===== src/rtl/fpu_addsub_post_norm.sv =====
`default_nettype none
// ============================================================================
// Module      : fpu_addsub_post_norm
// Description : Normalise/round stage following the FPU_32b add/sub mantissa
//               datapath. Takes an unnormalised sign/exponent/extended
//               mantissa sum, normalises it over several cycles (bounded left
//               shift per cycle), rounds per the captured mode and returns an
//               IEEE-754 single result plus status flags over valid/ready.
// Revision    : 1.0 - initial release
// ============================================================================
module fpu_addsub_post_norm #(
    parameter int SHIFT_STEP = 4
) (
    input  logic        clk_i,
    input  logic        RST,
    input  logic        in_valid_i,
    output logic        in_ready_o,
    input  logic        sign_i,
    input  logic [8:0]  exp_i,
    input  logic [27:0] mant_i,
    input  logic [1:0]  mode_i,
    output logic [31:0] result,
    output logic        ine,
    output logic        overflow,
    output logic        underflow,
    output logic        inf,
    output logic        zero,
    output logic        out_valid_o,
    input  logic        out_ready_i
);

    typedef enum logic [1:0] {
        S_IDLE  = 2'd0,
        S_NORM  = 2'd1,
        S_ROUND = 2'd2,
        S_DONE  = 2'd3
    } state_t;

    localparam logic [1:0]  MODE_RNE  = 2'b00;
    localparam logic [1:0]  MODE_RTZ  = 2'b01;
    localparam logic [1:0]  MODE_RUP  = 2'b10;
    localparam logic [1:0]  MODE_RDN  = 2'b11;
    localparam logic [9:0]  STEP_W    = 10'(SHIFT_STEP);
    localparam logic [9:0]  EXP_MAX   = 10'd255;

    state_t      state_q,     state_d;
    logic        sign_q,      sign_d;
    logic [9:0]  exp_q,       exp_d;
    logic [27:0] mant_q,      mant_d;
    logic [1:0]  mode_q,      mode_d;
    logic [31:0] result_q,    result_d;
    logic        ine_q,       ine_d;
    logic        overflow_q,  overflow_d;
    logic        underflow_q, underflow_d;
    logic        inf_q,       inf_d;
    logic        zero_q,      zero_d;
    logic        out_valid_q, out_valid_d;

    // Rounding datapath results, consumed only in ROUND
    logic        rnd_inexact;
    logic        rnd_inc;
    logic [24:0] rnd_sum;
    logic [23:0] rnd_mant;
    logic [9:0]  rnd_exp;
    logic [7:0]  rnd_exp_field;
    logic        rnd_inf_sel;
    logic [31:0] rnd_result;
    logic        rnd_ine;
    logic        rnd_overflow;
    logic        rnd_underflow;
    logic        rnd_inf;
    logic        rnd_zero;

    // Normalisation shift amount
    logic [4:0]  lz;
    logic [9:0]  lz_w;
    logic [9:0]  exp_room;
    logic [9:0]  shift_amt;

    // Count of zero bits from the hidden position downward to the first one
    function automatic logic [4:0] lead_zeros(input logic [26:0] m);
        logic [4:0] n;
        logic       hit;
        n   = 5'd0;
        hit = 1'b0;
        for (int i = 26; i >= 0; i--) begin
            if (!hit) begin
                if (m[i]) hit = 1'b1;
                else      n   = n + 5'd1;
            end
        end
        return n;
    endfunction

    // Left-shift distance: limited by leading zeros, per-cycle step and
    // the exponent floor of 1 (so denormals stop shifting at exp==1)
    always_comb begin
        lz        = lead_zeros(mant_q[26:0]);
        lz_w      = {5'd0, lz};
        exp_room  = exp_q - 10'd1;
        shift_amt = lz_w;
        if (STEP_W < shift_amt)   shift_amt = STEP_W;
        if (exp_room < shift_amt) shift_amt = exp_room;
    end

    // Round the normalised value and form the packed result and flags
    always_comb begin
        rnd_inexact = |mant_q[2:0];
        rnd_inc     = 1'b0;
        case (mode_q)
            MODE_RNE: rnd_inc = mant_q[2] & (mant_q[1] | mant_q[0] | mant_q[3]);
            MODE_RTZ: rnd_inc = 1'b0;
            MODE_RUP: rnd_inc = ~sign_q & rnd_inexact;
            MODE_RDN: rnd_inc = sign_q & rnd_inexact;
            default:  rnd_inc = 1'b0;
        endcase

        rnd_sum = {1'b0, mant_q[26:3]} + {24'd0, rnd_inc};
        if (rnd_sum[24]) begin
            // 1.111..1 + ulp wraps to 10.0: renormalise to 1.0
            rnd_mant = 24'h800000;
            rnd_exp  = exp_q + 10'd1;
        end else begin
            rnd_mant = rnd_sum[23:0];
            rnd_exp  = exp_q;
        end

        // exp==1 without a hidden one is a denormal, encoded with field 0
        if ((rnd_exp == 10'd1) && !rnd_mant[23]) rnd_exp_field = 8'd0;
        else                                     rnd_exp_field = rnd_exp[7:0];

        rnd_inf_sel = (mode_q == MODE_RNE)
                    | ((mode_q == MODE_RUP) & ~sign_q)
                    | ((mode_q == MODE_RDN) &  sign_q);

        rnd_result    = {sign_q, rnd_exp_field, rnd_mant[22:0]};
        rnd_ine       = rnd_inexact;
        rnd_overflow  = 1'b0;
        rnd_underflow = 1'b0;
        rnd_inf       = 1'b0;
        rnd_zero      = 1'b0;

        if (mant_q == 28'd0) begin
            // Exact cancellation: sign is + except when rounding toward -inf
            rnd_result = (mode_q == MODE_RDN) ? 32'h8000_0000 : 32'h0000_0000;
            rnd_ine    = 1'b0;
            rnd_zero   = 1'b1;
        end else if (rnd_exp >= EXP_MAX) begin
            rnd_overflow = 1'b1;
            rnd_ine      = 1'b1;
            if (rnd_inf_sel) begin
                rnd_result = {sign_q, 8'hFF, 23'd0};
                rnd_inf    = 1'b1;
            end else begin
                rnd_result = {sign_q, 31'h7F7F_FFFF};
            end
        end else begin
            rnd_underflow = (rnd_exp_field == 8'd0) & rnd_inexact;
        end
    end

    // Next-state and datapath update for the IDLE/NORM/ROUND/DONE sequence
    always_comb begin
        state_d     = state_q;
        sign_d      = sign_q;
        exp_d       = exp_q;
        mant_d      = mant_q;
        mode_d      = mode_q;
        result_d    = result_q;
        ine_d       = ine_q;
        overflow_d  = overflow_q;
        underflow_d = underflow_q;
        inf_d       = inf_q;
        zero_d      = zero_q;
        out_valid_d = out_valid_q;

        case (state_q)
            S_IDLE: begin
                if (in_valid_i) begin
                    sign_d  = sign_i;
                    exp_d   = {1'b0, exp_i};
                    mant_d  = mant_i;
                    mode_d  = mode_i;
                    state_d = S_NORM;
                end
            end
            S_NORM: begin
                if (mant_q[27]) begin
                    // Carry out: one right shift, dropped bit folds into sticky
                    mant_d  = {1'b0, mant_q[27:2], mant_q[1] | mant_q[0]};
                    exp_d   = exp_q + 10'd1;
                    state_d = S_ROUND;
                end else if (mant_q == 28'd0) begin
                    state_d = S_ROUND;
                end else if (mant_q[26] || (exp_q <= 10'd1)) begin
                    state_d = S_ROUND;
                end else begin
                    mant_d = mant_q << shift_amt;
                    exp_d  = exp_q - shift_amt;
                end
            end
            S_ROUND: begin
                result_d    = rnd_result;
                ine_d       = rnd_ine;
                overflow_d  = rnd_overflow;
                underflow_d = rnd_underflow;
                inf_d       = rnd_inf;
                zero_d      = rnd_zero;
                out_valid_d = 1'b1;
                state_d     = S_DONE;
            end
            S_DONE: begin
                if (out_ready_i) begin
                    out_valid_d = 1'b0;
                    state_d     = S_IDLE;
                end
            end
            default: state_d = S_IDLE;
        endcase
    end

    // State and datapath registers with synchronous active-low reset
    always_ff @(posedge clk_i) begin
        if (!RST) begin
            state_q     <= S_IDLE;
            sign_q      <= 1'b0;
            exp_q       <= 10'd0;
            mant_q      <= 28'd0;
            mode_q      <= 2'd0;
            result_q    <= 32'd0;
            ine_q       <= 1'b0;
            overflow_q  <= 1'b0;
            underflow_q <= 1'b0;
            inf_q       <= 1'b0;
            zero_q      <= 1'b0;
            out_valid_q <= 1'b0;
        end else begin
            state_q     <= state_d;
            sign_q      <= sign_d;
            exp_q       <= exp_d;
            mant_q      <= mant_d;
            mode_q      <= mode_d;
            result_q    <= result_d;
            ine_q       <= ine_d;
            overflow_q  <= overflow_d;
            underflow_q <= underflow_d;
            inf_q       <= inf_d;
            zero_q      <= zero_d;
            out_valid_q <= out_valid_d;
        end
    end

    assign in_ready_o  = (state_q == S_IDLE);
    assign result      = result_q;
    assign ine         = ine_q;
    assign overflow    = overflow_q;
    assign underflow   = underflow_q;
    assign inf         = inf_q;
    assign zero        = zero_q;
    assign out_valid_o = out_valid_q;

endmodule
`default_nettype wire


===== config.mk =====
export PLATFORM = sky130hd
export DESIGN_NAME = fpu_addsub_post_norm
export DESIGN_NICKNAME = d
export VERILOG_FILES = /design/src/rtl/fpu_addsub_post_norm.sv
export SDC_FILE = /design/constraint.sdc
export NUM_CORES = 1
export LEC_CHECK = 0
export BUFFER_PORTS_ARGS = -buffer_cell sky130_fd_sc_hd__buf_4
export CAP_MARGIN = 20
export CORE_ASPECT_RATIO = 1.5
export CORE_MARGIN = 3
export CORE_UTILIZATION = 60
export CTS_CLUSTER_SIZE = 24
export DETAILED_ROUTE_END_ITERATION = 7
export PLACE_DENSITY_LB_ADDON = 0.3
export SYNTH_ARGS = -nofsm -noshare
export SYNTH_HDL_FRONTEND = slang
export SYNTH_SLANG_ARGS = --single-unit

===== constraint.sdc =====
create_clock -name clk_i -period 30.5 [get_ports clk_i]
set_clock_uncertainty 0.15 [all_clocks]
set_input_delay 1.525 -clock clk_i [delete_from_list [all_inputs] [get_ports clk_i]]
set_output_delay 1.525 -clock clk_i [all_outputs]
set_load 0.01 [all_outputs]

# Word level (Yosys, flattened, before mapping)
# Index checks and enable logic that the tools add are counted.
[word_totals]
register_bits = 81
inputBits = 44
output_inout_bits = 39
word_cells = 228
[op_classes]
n_bitwise = 11
n_addsub = 30
n_lt_le_gt_ge = 4
mux = 142
eq_ne = 12
shift = 1
n_reduce_logical = 15
[op_table]
columns = ["op", "count"]
rows = [
  ["$mux 5", 53],
  ["$add 5x1->5 const B", 26],
  ["$mux 28", 4],
  ["$mux 32", 2],
  ["$mux 1", 63],
  ["$mux 10", 6],
  ["$pmux 28 s2", 1],
  ["$mux 24", 2],
  ["$mux 31", 1],
  ["$logic_not 28->1", 1],
  ["$shl 28x10->28", 1],
  ["$add 24x1->25", 1],
  ["$pmux 10 s2", 1],
  ["$add 10x1->10 const B", 1],
  ["$eq 10x1->1 const B", 1],
  ["$ge 10x8->1 const B", 1],
  ["$le 10x1->1 const B", 1],
  ["$lt 10x10->1", 1],
  ["$mux 2", 5],
  ["$sub 10x1->10 const B", 1],
  ["$sub 10x10->10", 1],
  ["$eq 2x2->1 const B", 4],
  ["$logic_not 8->1", 1],
  ["$mux 8", 1],
  ["other kinds (20)", 35],
]

# Longest topological paths before layout
# Gate-level depths: netlist of the first run.
[logic_depth]
word_depth = 88
mapped_depth = 96
ltp_nobuf = 94

# Worst setup path after synthesis of the first run
# OpenSTA, ideal clock, no wires.
[synth_timing]
path_type = "register to register"
from = "register mant_q[25]"
to = "register exp_q[9]"
setup_ns = 0.137
synth_period_minus_slack_ns = 16.276
setup_slack_ns = 14.224
required_ns = 30.213
path_buffers = 2
arrival_time_ns = 15.989
stages_incl_launch_ff = 94
cell_sequence = "dfxtp_1 > clkbuf_1 > inv_1 > a21oi_1 > ha_1 > o31a_1 > ha_1 > nor4b_1 > a22oi_1 > nand2_1 > ha_1 > mux2_2 > o2111ai_1 > nand2_1 > nor2_1 > a211oi_1 > a21oi_1 > o21ai_0 > (+58 left out) > nand2_1 > nor2_1 > o21ai_0 > or2_2 > nor2_1 > nor4b_2 > o31ai_2 > o21ai_4 > inv_4 > buf_4 > ha_1 > a21o_1 > a21o_1 > a21oi_1 > o21bai_1 > nor4b_1 > mux2i_1 > a211oi_1"
[synth_via]
elab_chain_cells = 86
word_cells_on_any_way = 115
classes_between = "add/sub (26); order compare (2); eq/ne (1); mux (84); reduce/logical (2)"
[synth_lines]
columns = ["item", "line", "rtl"]
rows = [
  ["start, declared", "49", "logic [27:0] mant_q, mant_d;"],
  ["start signal, assigned", "241", "mant_q <= mant_d;"],
  ["$mux 5", "88", "if (m[i]) hit = 1'b1;"],
  ["$mux 5", "87", "if (!hit) begin"],
  ["$add 5x1->5", "89", "else n = n + 5'd1;"],
  ["$mux 5", "88", ""],
  ["$mux 5", "87", ""],
  ["$add 5x1->5", "89", ""],
  ["$mux 5", "88", ""],
  ["$mux 5", "87", ""],
  ["(+70 left out)", "--", ""],
  ["$mux 5", "102", "if (STEP_W < shift_amt) shift_amt = STEP_W;"],
  ["$lt 10x10->1", "103", "if (exp_room < shift_amt) shift_amt = exp_room;"],
  ["$mux 10", "103", ""],
  ["$sub 10x10->10", "199", "exp_d = exp_q - shift_amt;"],
  ["$mux 10", "195", "end else if (mant_q[26] || (exp_q <= 10'd1)) begin"],
  ["$mux 10", "193", "end else if (mant_q == 28'd0) begin"],
  ["$mux 10", "188", "if (mant_q[27]) begin"],
  ["$pmux 10 s2", "177", "case (state_q)"],
  ["end signal, assigned", "240", "exp_q <= exp_d;"],
  ["end, declared", "48", "logic [9:0] exp_q, exp_d;"],
]
# Several ways; a longest one is shown, not always the timed one. The select of a mux whose other input is x is not followed.
# A chain may end at the register's enable or synchronous reset.

# Worst setup path in the final report of the first run
[layout_timing]
from = "register mant_q[26]"
to = "register exp_q[8]"
[layout_via]
elab_chain_cells = 88
word_cells_on_any_way = 119
classes_between = "add/sub (27); order compare (2); eq/ne (2); mux (85); reduce/logical (3)"
[layout_lines]
columns = ["item", "line"]
rows = [
  ["$mux 1", "88"],
  ["$add 5x1->5", "89"],
  ["$mux 5", "88"],
  ["$mux 5", "87"],
  ["$add 5x1->5", "89"],
  ["$mux 5", "88"],
  ["$mux 5", "87"],
  ["$add 5x1->5", "89"],
  ["(+72 left out)", "--"],
  ["$mux 5", "102"],
  ["$lt 10x10->1", "103"],
  ["$mux 10", "103"],
  ["$sub 10x10->10", "199"],
  ["$mux 10", "195"],
  ["$mux 10", "193"],
  ["$mux 10", "188"],
  ["$pmux 10 s2", "177"],
]
# Several ways; a longest one is shown, not always the timed one. The select of a mux whose other input is x is not followed.

==> impl_metrics.csv, run 1 <==
group,metric,value,unit
critical_path,worstSetupPathType,"reg -> reg",
grt,grt_pass1_wl,55370,um
detailed_routing,vias,11370,
sta,timing.fmax,0.05351,GHz
finish,drive_gt1_share,12.51,%
grt,grt_max_degree,64,
finish,fin_nets,1537,
sta,max_slew_margin,34.11,%
critical_path,reg2regPathDepth,90,
critical_path,slowest_stage,"or4_1",
finish,fin_cells,1661,
detailed_routing,drt-initial-drc-count,1110,
detailed_routing,wirelength,34630,um
critical_path,crit_required,30.59,ns
placed_design,dp_hpwl,25770,um
sta,slew_viol_final,0,
die,start_util,62.26,%
critical_path,start_kind,"register",
synth,synthArstFlopShare,0,%
clock_tree,cts-root-buf,"clkbuf_16",
sta,fin_crit_sh,61.27,%
die,die_h,166.1,um
synth,yosysUniqueCellTypes,104,
critical_path,worst-path-stages,90,
detailed_routing,avgRoutedWirePerCell,20.85,um
sta,setup_viol,0,
die,die_x,112.8,um
finish,fillCellCount,1504,
sta,tightest_slew,0.9808,ns
synth,synth_edf_count,0,
run,maxCapViolations,0,
die,rows,57,
die,die_area,18730,um^2
sta,setup_tns,0,ns
placed_design,dp.cells,1645,
synth,synth.avg_cell_area,7.064,um^2
sta,hold_viol,0,
synth,syn_area,10260,um^2
critical_path,crit_top_cell,"ha_1",
clock_tree,cts.clk_slew.worst_paths,0.07,ns
critical_path,critPathArrivalTime,18.78,ns
synth,ys_seq_elements,81,
critical_path,crit_path_end,"exp_q[8]$_SDFFE_PN0P_",
critical_path,critical_path.top_delay_family,"simple AND/OR/NAND/NOR gates",
clock_tree,cts_setup_buffers,0,
clock_tree,numCtsBuffers,9,
placed_design,port_buffers,82,
clock_tree,cts_hold_buf,0,
critical_path,reg2reg_from,"mant_q[26]$_SDFFE_PN0P_",
worst_hold_path,hp-class,"reg -> reg",
grt,grt-ovfl-total,0,
synth,yosys_warnings,0,
grt,antenna_found_initial,0,
detailed_routing,drc_errors,0,
sta,fin_crit,18.69,ns
finish,diodes,0,
grt,track_usage,35.66,%
clock_tree,cts_tree,"yes",
critical_path,r2r_end,"exp_q[8]$_SDFFE_PN0P_",
detailed_routing,routed_via_density,6.847,
clock_tree,htree_levels,3,
critical_path,cp-end-kind,"register",
synth,syn_inst,1452,
critical_path,rrSetupSlack,11.81,ns
grt,grt_pass1_vias,10880,
critical_path,crit_start,"mant_q[26]$_SDFFE_PN0P_",
clock_tree,clock_path_buffers,2,
critical_path,critPathMaxStageDelay,0.91,ns
clock_tree,clk_latency,0.35,ns
finish,area.growth.synth_to_final,8.441,%
clock_tree,cts_resized,0,
critical_path,worstPathBufferInverterCount,2,
placed_design,gp_congestion,1.065,
synth,ys_seq_area_share,15.81,%
clock_tree,cts.sinks,81,
die,core,16470,um^2
synth,synthFlopType,"dfxtp_1",
sta,rsz0062_at_grt,"no",
status,status,"finished, final reports clean",
critical_path,crit_path_max_fanout,18,
detailed_routing,drt-pass1-iter-count,5,
detailed_routing,detail-route-antenna-nets,0,
die,pin_count,83,
[cell type report]
| class | count | area, um^2 | share of cell area, % |
|---|---|---|---|
| inverter | 46 | 175.2 | 1.575 |
| clock buffer | 9 | 225.2 | 2.025 |
| sequential | 81 | 1622 | 14.58 |
| clock inverter | 7 | 77.57 | 0.6974 |
| multi-input combinational | 1212 | 8015 | 72.06 |
| tap | 206 | 257.7 | 2.317 |
| timing repair buffer | 100 | 750.7 | 6.749 |
[state kept, by name, summed over array words and instances, names as in the netlist]
signal,flops
result,32
overflow,1
out_valid_o,1
state_q,2
exp_q,10
underflow,1
inf,1
sign_q,1
mode_q,2
zero,1
mant_q,28
ine,1
[synthesized netlist by cell type (10+ instances only)]
cell | instances | area [um^2]
dfxtp_1 | 81 | 1622
inv_1 | 41 | 153.9
a21o_1 | 11 | 82.58
nor4_1 | 16 | 100.1
a21oi_1 | 145 | 725.7
nand2_1 | 133 | 499.2
or3_1 | 15 | 93.84
nand2b_1 | 20 | 125.1
a211oi_1 | 16 | 120.1
nand3_1 | 61 | 305.3
o22ai_1 | 12 | 75.07
and2_1 | 18 | 112.6
mux2i_1 | 74 | 740.7
o2111ai_1 | 12 | 105.1
mux2_2 | 18 | 202.7
o211ai_1 | 31 | 232.7
clkbuf_1 | 93 | 349.1
nor2b_1 | 16 | 100.1
ha_1 | 42 | 525.5
xor2_1 | 18 | 157.7
nor2_1 | 158 | 593.1
a31oi_1 | 19 | 118.9
xnor2_1 | 46 | 402.9
o21ai_0 | 64 | 320.3
buf_2 | 10 | 50.05
nor3_1 | 56 | 280.3
nand4_1 | 16 | 100.1
and3_1 | 21 | 131.4
[layout by cell type, fill, tap and decap left out, drive strengths merged, types with 5 or more instances in the layout]
| cell | count |
|---|---|
| ha | 42 |
| a211o | 7 |
| a221o | 5 |
| nor2b | 16 |
| a211oi | 16 |
| a31oi | 19 |
| a221oi | 9 |
| nor3b | 7 |
| a21o | 11 |
| dfxtp | 81 |
| nand2b | 20 |
| and3 | 21 |
| or2 | 9 |
| xnor2 | 46 |
| o21a | 9 |
| o31ai | 8 |
| and2 | 19 |
| inv | 46 |
| clkbuf | 9 |
| nand2 | 133 |
| clkinv | 5 |
| buf | 100 |
| o21ai | 68 |
| a21oi | 146 |
| o311ai | 6 |
| o211ai | 31 |
| xor2 | 19 |
| o2111ai | 12 |
| nor2 | 162 |
| mux2i | 76 |
| nand3 | 62 |
| or3 | 15 |
| nor3 | 58 |
| nand4 | 16 |
| o22ai | 13 |
| nand3b | 5 |
| nor4 | 20 |
| nor4b | 8 |
| mux2 | 19 |
[worst min path at each step]
stage                                       start                 endpoint  slack (ns)  cells past startpoint
after detailed placement  result[26]$_SDFFE_PN0P_  result[26]$_SDFFE_PN0P_        0.31                      2
after floorplan            mode_q[0]$_SDFFE_PN0P_   mode_q[0]$_SDFFE_PN0P_        0.31                      2
after CTS                 result[26]$_SDFFE_PN0P_  result[26]$_SDFFE_PN0P_        0.32                      2
after global placement    result[28]$_SDFFE_PN0P_  result[28]$_SDFFE_PN0P_        0.30                      2
final                     result[26]$_SDFFE_PN0P_  result[26]$_SDFFE_PN0P_        0.32                      2
after global routing      result[26]$_SDFFE_PN0P_  result[26]$_SDFFE_PN0P_        0.33                      2
[worst reg2reg max path, delay by kind of cell (launching register included)]
kind	cells	cell delay (ns)
adders and majority gates	14	4.33
buffers and inverters	2	0.50
xor gates and xnor gates	4	0.84
and+or+nand+nor	31	6.06
muxes	8	1.62
DFF	1	0.48
AOI/OAI and AO/OA	31	4.63
[routing by layer]
metal / routed length [um] / global-route usage, % / up-vias
met5: 0 / 0 / -
met4: 2167 / 21.29 / 0
met3: 2469 / 4.594 / 145
met2: 16950 / 60.78 / 583
met1: 13040 / 42.13 / 5325
li1: - / - / 5320
[through the flow]
stage	cell area [um^2]	hold WS (ns)	utilization [%]	setup slack (ns)
3_3_place_gp	10820	0.3015	65.68	12.78
4_1_cts	11120	0.3151	67.52	12.21
2_1_floorplan	10260	0.3077	-	14.22
5_1_grt	11120	0.3294	67.52	10.48
6_report	11120	0.3156	67.52	11.81
3_5_place_dp	10820	0.3051	65.68	12.25
[cells by family after synthesis]
| group | synth area share (%) |
|---|---|
| mux | 10.14 |
| other cells | 0.03656 |
| flops | 15.81 |
| fa+ha+maj | 5.318 |
| xor+xnor | 7.453 |
| compound gates | 26.54 |
| simple gates | 28.47 |
| buf+inv | 6.233 |
Power of run 1 is not shown: default switching activity piles up to over one toggle a cycle in this logic, so the estimate is an artifact.
==> run 2, diff against run 1 <==
Settings changed: ABC_AREA from default to 1, CORE_UTILIZATION 60 to 56.
Clock period 30.5 ns to 16 ns, I/O delays scaled along.
==> impl_metrics.csv, run 2 <==
group,metric,value,unit
detailed_routing,routed_via_density,5.857,
detailed_routing,avgRoutedWirePerCell,17.13,um
worst_hold_path,hp-start,"result[13]$_SDFFE_PN0P_",
critical_path,crit_required,16.08,ns
synth,synth.most_common_cell,"nand2_1",
sta,setup_tns,0,ns
worst_hold_path,holdPathEnd,"result[13]$_SDFFE_PN0P_",
grt,track_usage,34.23,%
sta,max_slew_margin,44.55,%
detailed_routing,vias,10910,
synth,syn_inst,1624,
critical_path,reg2regPathDepth,98,
sta,rsz0062_at_grt,"no",
die,start_util,57.10,%
synth,yosysUniqueCellTypes,58,
critical_path,start_kind,"register",
synth,yosysTopAreaCell,"nand2_1",
finish,diodes,0,
clock_tree,cts-root-buf,"clkbuf_16",
die,pin_count,83,
synth,ys_seq_area_share,17.46,%
placed_design,port_buffers,82,
grt,grt_max_degree,51,
critical_path,crit_path_max_fanout,32,
placed_design,gp_congestion,0.9888,
critical_path,worstSetupPathType,"reg -> reg",
synth,synthArstFlopShare,0,%
clock_tree,cts_tree,"yes",
synth,ys_top_cells_by_count,"nand2_1, nand3_1, inv_1",
clock_tree,cts.clk_slew.worst_paths,0.07,ns
grt,antenna_found_initial,0,
synth,synthFlopType,"dfxtp_1",
critical_path,reg2reg_from,"mant_q[25]$_SDFFE_PN0P_",
finish,fin_nets,1739,
detailed_routing,drt-initial-drc-count,754,
sta,setup_viol,0,
finish,layout_commonest_cell,"nand2_1",
die,die_x,111.1,um
grt,grt_pass1_wl,50680,um
die,rows,57,
synth,ys_seq_elements,81,
clock_tree,clk_latency,0.36,ns
detailed_routing,drt-pass1-iter-count,6,
synth,syn_area,9285,um^2
clock_tree,cts_hold_buf,0,
critical_path,cp-end-kind,"register",
critical_path,slowest_stage,"dfxtp_1",
finish,drive_gt1_share,11.41,%
sta,slew_viol_final,0,
die,die_h,163.7,um
detailed_routing,wirelength,31920,um
finish,largest_reg_flops,32,
synth,synth.avg_cell_area,5.717,um^2
status,status,"finished, final reports clean",
clock_tree,cts_setup_buffers,0,
sta,fin_crit,14.26,ns
clock_tree,numCtsBuffers,9,
sta,timing.fmax,0.07013,GHz
clock_tree,cts_resized,0,
sta,tightest_slew,0.8286,ns
synth,yosys_warnings,0,
synth,yosys-top-cells-area,"nand2_1, dfxtp_1, nand3_1, inv_1, a21oi_1",
grt,grt-ovfl-total,0,
critical_path,critPathArrivalTime,14.34,ns
synth,synth_edf_count,0,
critical_path,rrSetupSlack,1.74,ns
worst_hold_path,hp-class,"reg -> reg",
die,core,16260,um^2
clock_tree,cts.sinks,81,
die,die_area,18190,um^2
grt,grt_pass1_vias,10150,
detailed_routing,detail-route-antenna-nets,0,
clock_tree,htree_levels,3,
sta,fin_crit_sh,89.12,%
sta,hold_viol,0,
clock_tree,clock_path_buffers,2,
placed_design,dp_hpwl,24450,um
critical_path,r2r_end,"exp_q[9]$_SDFFE_PN0P_",
critical_path,critPathMaxStageDelay,0.53,ns
finish,area.growth.synth_to_final,10.23,%
worst_hold_path,hold_path_depth,2,
run,maxCapViolations,0,
finish,layout_common_cells,"nand2_1, nand3_1, inv_1, nor2_1, a21oi_1",
critical_path,crit_top_cell,"nand2_1",
synth,synth_top_cell_area_share,19.40,%
detailed_routing,drc_errors,0,
==> run 2: cell types whose count changed in the layout (fill, tap and decap cells not counted), moves of 29 or more <==
cell     previous run  this run
nor3_1             56        27
mux2i_1            74         1
nor2_1            158       129
xnor2_1            46         4
inv_1              41       178
nand3_1            61       187
nand2_1           133       480
==> run 2: critical path, delay by kind of cell (launching register included) <==
| kind | cells | cell delay [ns] |
|---|---|---|
| xor+xnor | 1 | 0.09 |
| buf+inv | 14 | 1.64 |
| fa+ha+maj | 15 | 4.14 |
| flops | 1 | 0.53 |
| compound gates | 31 | 3.88 |
| simple gates | 37 | 3.66 |
==> run 2: how the worst max path moves through the flow <==
stage,depth (start not counted),from,end,slack (ns)
after CTS,95,mant_q[25]$_SDFFE_PN0P_,exp_q[9]$_SDFFE_PN0P_,1.64
after global routing,98,mant_q[25]$_SDFFE_PN0P_,exp_q[9]$_SDFFE_PN0P_,0.11
final,98,mant_q[25]$_SDFFE_PN0P_,exp_q[9]$_SDFFE_PN0P_,1.74
after detailed placement,97,mant_q[25]$_SDFFE_PN0P_,exp_q[9]$_SDFFE_PN0P_,1.70
after global placement,97,mant_q[25]$_SDFFE_PN0P_,exp_q[9]$_SDFFE_PN0P_,2.21
after floorplan,98,mant_q[25]$_SDFFE_PN0P_,exp_q[9]$_SDFFE_PN0P_,3.38
==> run 2: cells by family after synthesis <==
kind of cell,Yosys count,share of synthesized area (%)
compound gates,280,17.10
xor+xnor,32,3.099
fa+ha+maj,43,5.875
buf+inv,273,11.95
flops,81,17.46
mux,1,0.1078
other cells,1,0.04039
simple gates,913,44.36
==> run 2: layout make-up <==
class                           count  area (um^2)
Sequential cell                    81         1622
Fill cell                        1674         6026
Inverter                          196        738.2
Tap cell                          206        257.7
Clock inverter                      7        110.1
Timing Repair Buffer               92        710.7
Clock buffer                        9        225.2
Multi-Input combinational cell   1272         6571
==> run 2: metal layers <==
metal  vias to the layer above  GRT usage, %  routed length, um  part of all wire, %
li1                       5377             -                  -                    -
met1                      4940         38.69              11860                   37
met2                       477         61.16              15720                   49
met3                       118         5.160               2249                  7.0
met4                         0         19.87               2089                  6.5
met5                         -             0                  0                    0
==> run 2: per-stage QoR <==
| step | instance area (um^2) | setup slack (ns) | std cells | utilization [%] | hold slack (ns) |
|---|---|---|---|---|---|
| floorplan | 9289 | 3.375 | 1625 | - | 0.3259 |
| finish | 10230 | 1.741 | 1863 | 62.94 | 0.3146 |
| global placement | 9858 | 2.211 | 1845 | 60.63 | 0.3039 |
| detailed placement | 9858 | 1.696 | 1845 | 60.63 | 0.3071 |
| CTS | 10190 | 1.636 | 1861 | 62.69 | 0.3172 |
| global route | 10230 | 0.1074 | 1863 | 62.94 | 0.3374 |
Power of run 2 is left out for the same reason.
==> run 3, diff against run 2 <==
Settings changed: CAP_MARGIN 20 to 15, CORE_UTILIZATION 56 to 60.
Clock period 16 ns to 17.62 ns, I/O delays scaled along.
==> impl_metrics.csv, run 3 (synthesis results as in run 2) <==
group,metric,value,unit
clock_tree,cts_setup_buffers,0,
sta,timing.fmax,0.06837,GHz
critical_path,crit_path_max_fanout,35,
grt,grt-ovfl-total,0,
sta,setup_tns,0,ns
worst_hold_path,hp-class,"reg -> reg",
finish,largest_reg_flops,32,
sta,fin_crit_sh,83.01,%
detailed_routing,detail-route-antenna-nets,0,
clock_tree,cts_resized,0,
placed_design,dp_hpwl,24230,um
critical_path,rrSetupSlack,2.99,ns
finish,ff_latch_area,1622,um^2
placed_design,port_buffers,82,
detailed_routing,vias,10870,
worst_hold_path,hold_path_depth,2,
sta,tightest_slew,1.001,ns
clock_tree,htree_levels,3,
die,die_h,158.4,um
critical_path,crit_required,17.66,ns
detailed_routing,drc_errors,0,
placed_design,gp_congestion,1.022,
finish,fin_nets,1740,
sta,max_slew_margin,33.04,%
detailed_routing,drt-pass1-iter-count,5,
clock_tree,cts.sinks,81,
critical_path,worstSetupPathType,"reg -> reg",
finish,layout_commonest_cell,"nand2_1",
grt,grt_pass1_vias,10190,
die,die_area,17030,um^2
sta,setup_viol,0,
critical_path,start_kind,"register",
status,status,"finished, final reports clean",
clock_tree,cts_tree,"yes",
finish,multiInputGateArea,6558,um^2
clock_tree,clk_latency,0.35,ns
clock_tree,cts-root-buf,"clkbuf_16",
finish,drive_gt1_share,11.40,%
critical_path,critPathArrivalTime,14.67,ns
critical_path,critPathMaxStageDelay,0.81,ns
sta,rsz0062_at_grt,"no",
critical_path,r2r_end,"exp_q[9]$_SDFFE_PN0P_",
die,rows,55,
finish,area.growth.synth_to_final,9.689,%
die,core,15140,um^2
detailed_routing,drt-initial-drc-count,940,
sta,hold_viol,0,
critical_path,reg2regPathDepth,97,
die,die_x,107.6,um
run,maxCapViolations,0,
finish,fillCellCount,1511,
finish,layout_common_cells,"nand2_1, nand3_1, inv_1, nor2_1, a21oi_1",
detailed_routing,routed_via_density,5.851,
critical_path,cp-end-kind,"register",
critical_path,slowest_stage,"o21ai_4",
die,pin_count,83,
clock_tree,cts.clk_slew.worst_paths,0.07,ns
detailed_routing,wirelength,31630,um
grt,track_usage,36.78,%
clock_tree,cts_hold_buf,0,
clock_tree,numCtsBuffers,9,
die,start_util,61.33,%
worst_hold_path,holdPathEnd,"result[18]$_SDFFE_PN0P_",
grt,antenna_found_initial,0,
clock_tree,clock_path_buffers,2,
grt,grt_pass1_wl,50200,um
finish,diodes,0,
critical_path,reg2reg_from,"mant_q[25]$_SDFFE_PN0P_",
detailed_routing,avgRoutedWirePerCell,17.03,um
grt,grt_max_degree,68,
sta,fin_crit,14.63,ns
sta,slew_viol_final,0,
worst_hold_path,hp-start,"result[18]$_SDFFE_PN0P_",
[run 3: worst max-delay path by stage]
stage | startpoint | to | slack [ns] | cells past startpoint
after floorplan | mant_q[25]$_SDFFE_PN0P_ | exp_q[9]$_SDFFE_PN0P_ | 5.00 | 98
after global placement | mant_q[25]$_SDFFE_PN0P_ | exp_q[9]$_SDFFE_PN0P_ | 3.76 | 100
after detailed placement | mant_q[25]$_SDFFE_PN0P_ | exp_q[9]$_SDFFE_PN0P_ | 3.28 | 100
after CTS | mant_q[25]$_SDFFE_PN0P_ | exp_q[9]$_SDFFE_PN0P_ | 3.16 | 100
after global routing | mant_q[25]$_SDFFE_PN0P_ | exp_q[9]$_SDFFE_PN0P_ | 1.56 | 97
final | mant_q[25]$_SDFFE_PN0P_ | exp_q[9]$_SDFFE_PN0P_ | 2.99 | 97
[run 3: cell type report]
| class | instances | share of cell area, % |
|---|---|---|
| inverters | 196 | 7.248 |
| clock buffers | 9 | 2.211 |
| well taps | 199 | 2.445 |
| flip-flops and latches | 81 | 15.92 |
| repair buffers | 94 | 6.929 |
| multi-input cells | 1271 | 64.39 |
| clock inverters | 7 | 0.8599 |
[run 3: routing by layer]
layer | wire length [um] | track usage (%)
met4 | 2130 | 22.68
met1 | 11810 | 40.78
met2 | 15350 | 64.71
met5 | 0 | 0
met3 | 2334 | 6.613
[run 3: critical path, delay by kind of cell, from the launching register on]
| family | cells | cell delay (ns) |
|---|---|---|
| compound gates | 32 | 4.58 |
| xor+xnor | 1 | 0.16 |
| fa+ha+maj | 15 | 4.06 |
| buf+inv | 12 | 0.95 |
| flops | 1 | 0.53 |
| simple gates | 37 | 4.02 |
[run 3: stage by stage]
step | cells | cell area (um^2) | hold slack (ns) | util (%) | setup slack [ns]
floorplan | 1625 | 9289 | 0.3259 | - | 4.995
global placement | 1841 | 9872 | 0.3039 | 65.21 | 3.760
detailed placement | 1841 | 9872 | 0.3075 | 65.21 | 3.277
CTS | 1857 | 10180 | 0.3183 | 67.27 | 3.162
global route | 1857 | 10180 | 0.3331 | 67.27 | 1.563
finish | 1857 | 10180 | 0.3162 | 67.27 | 2.994
Power of run 3 is left out for the same reason.
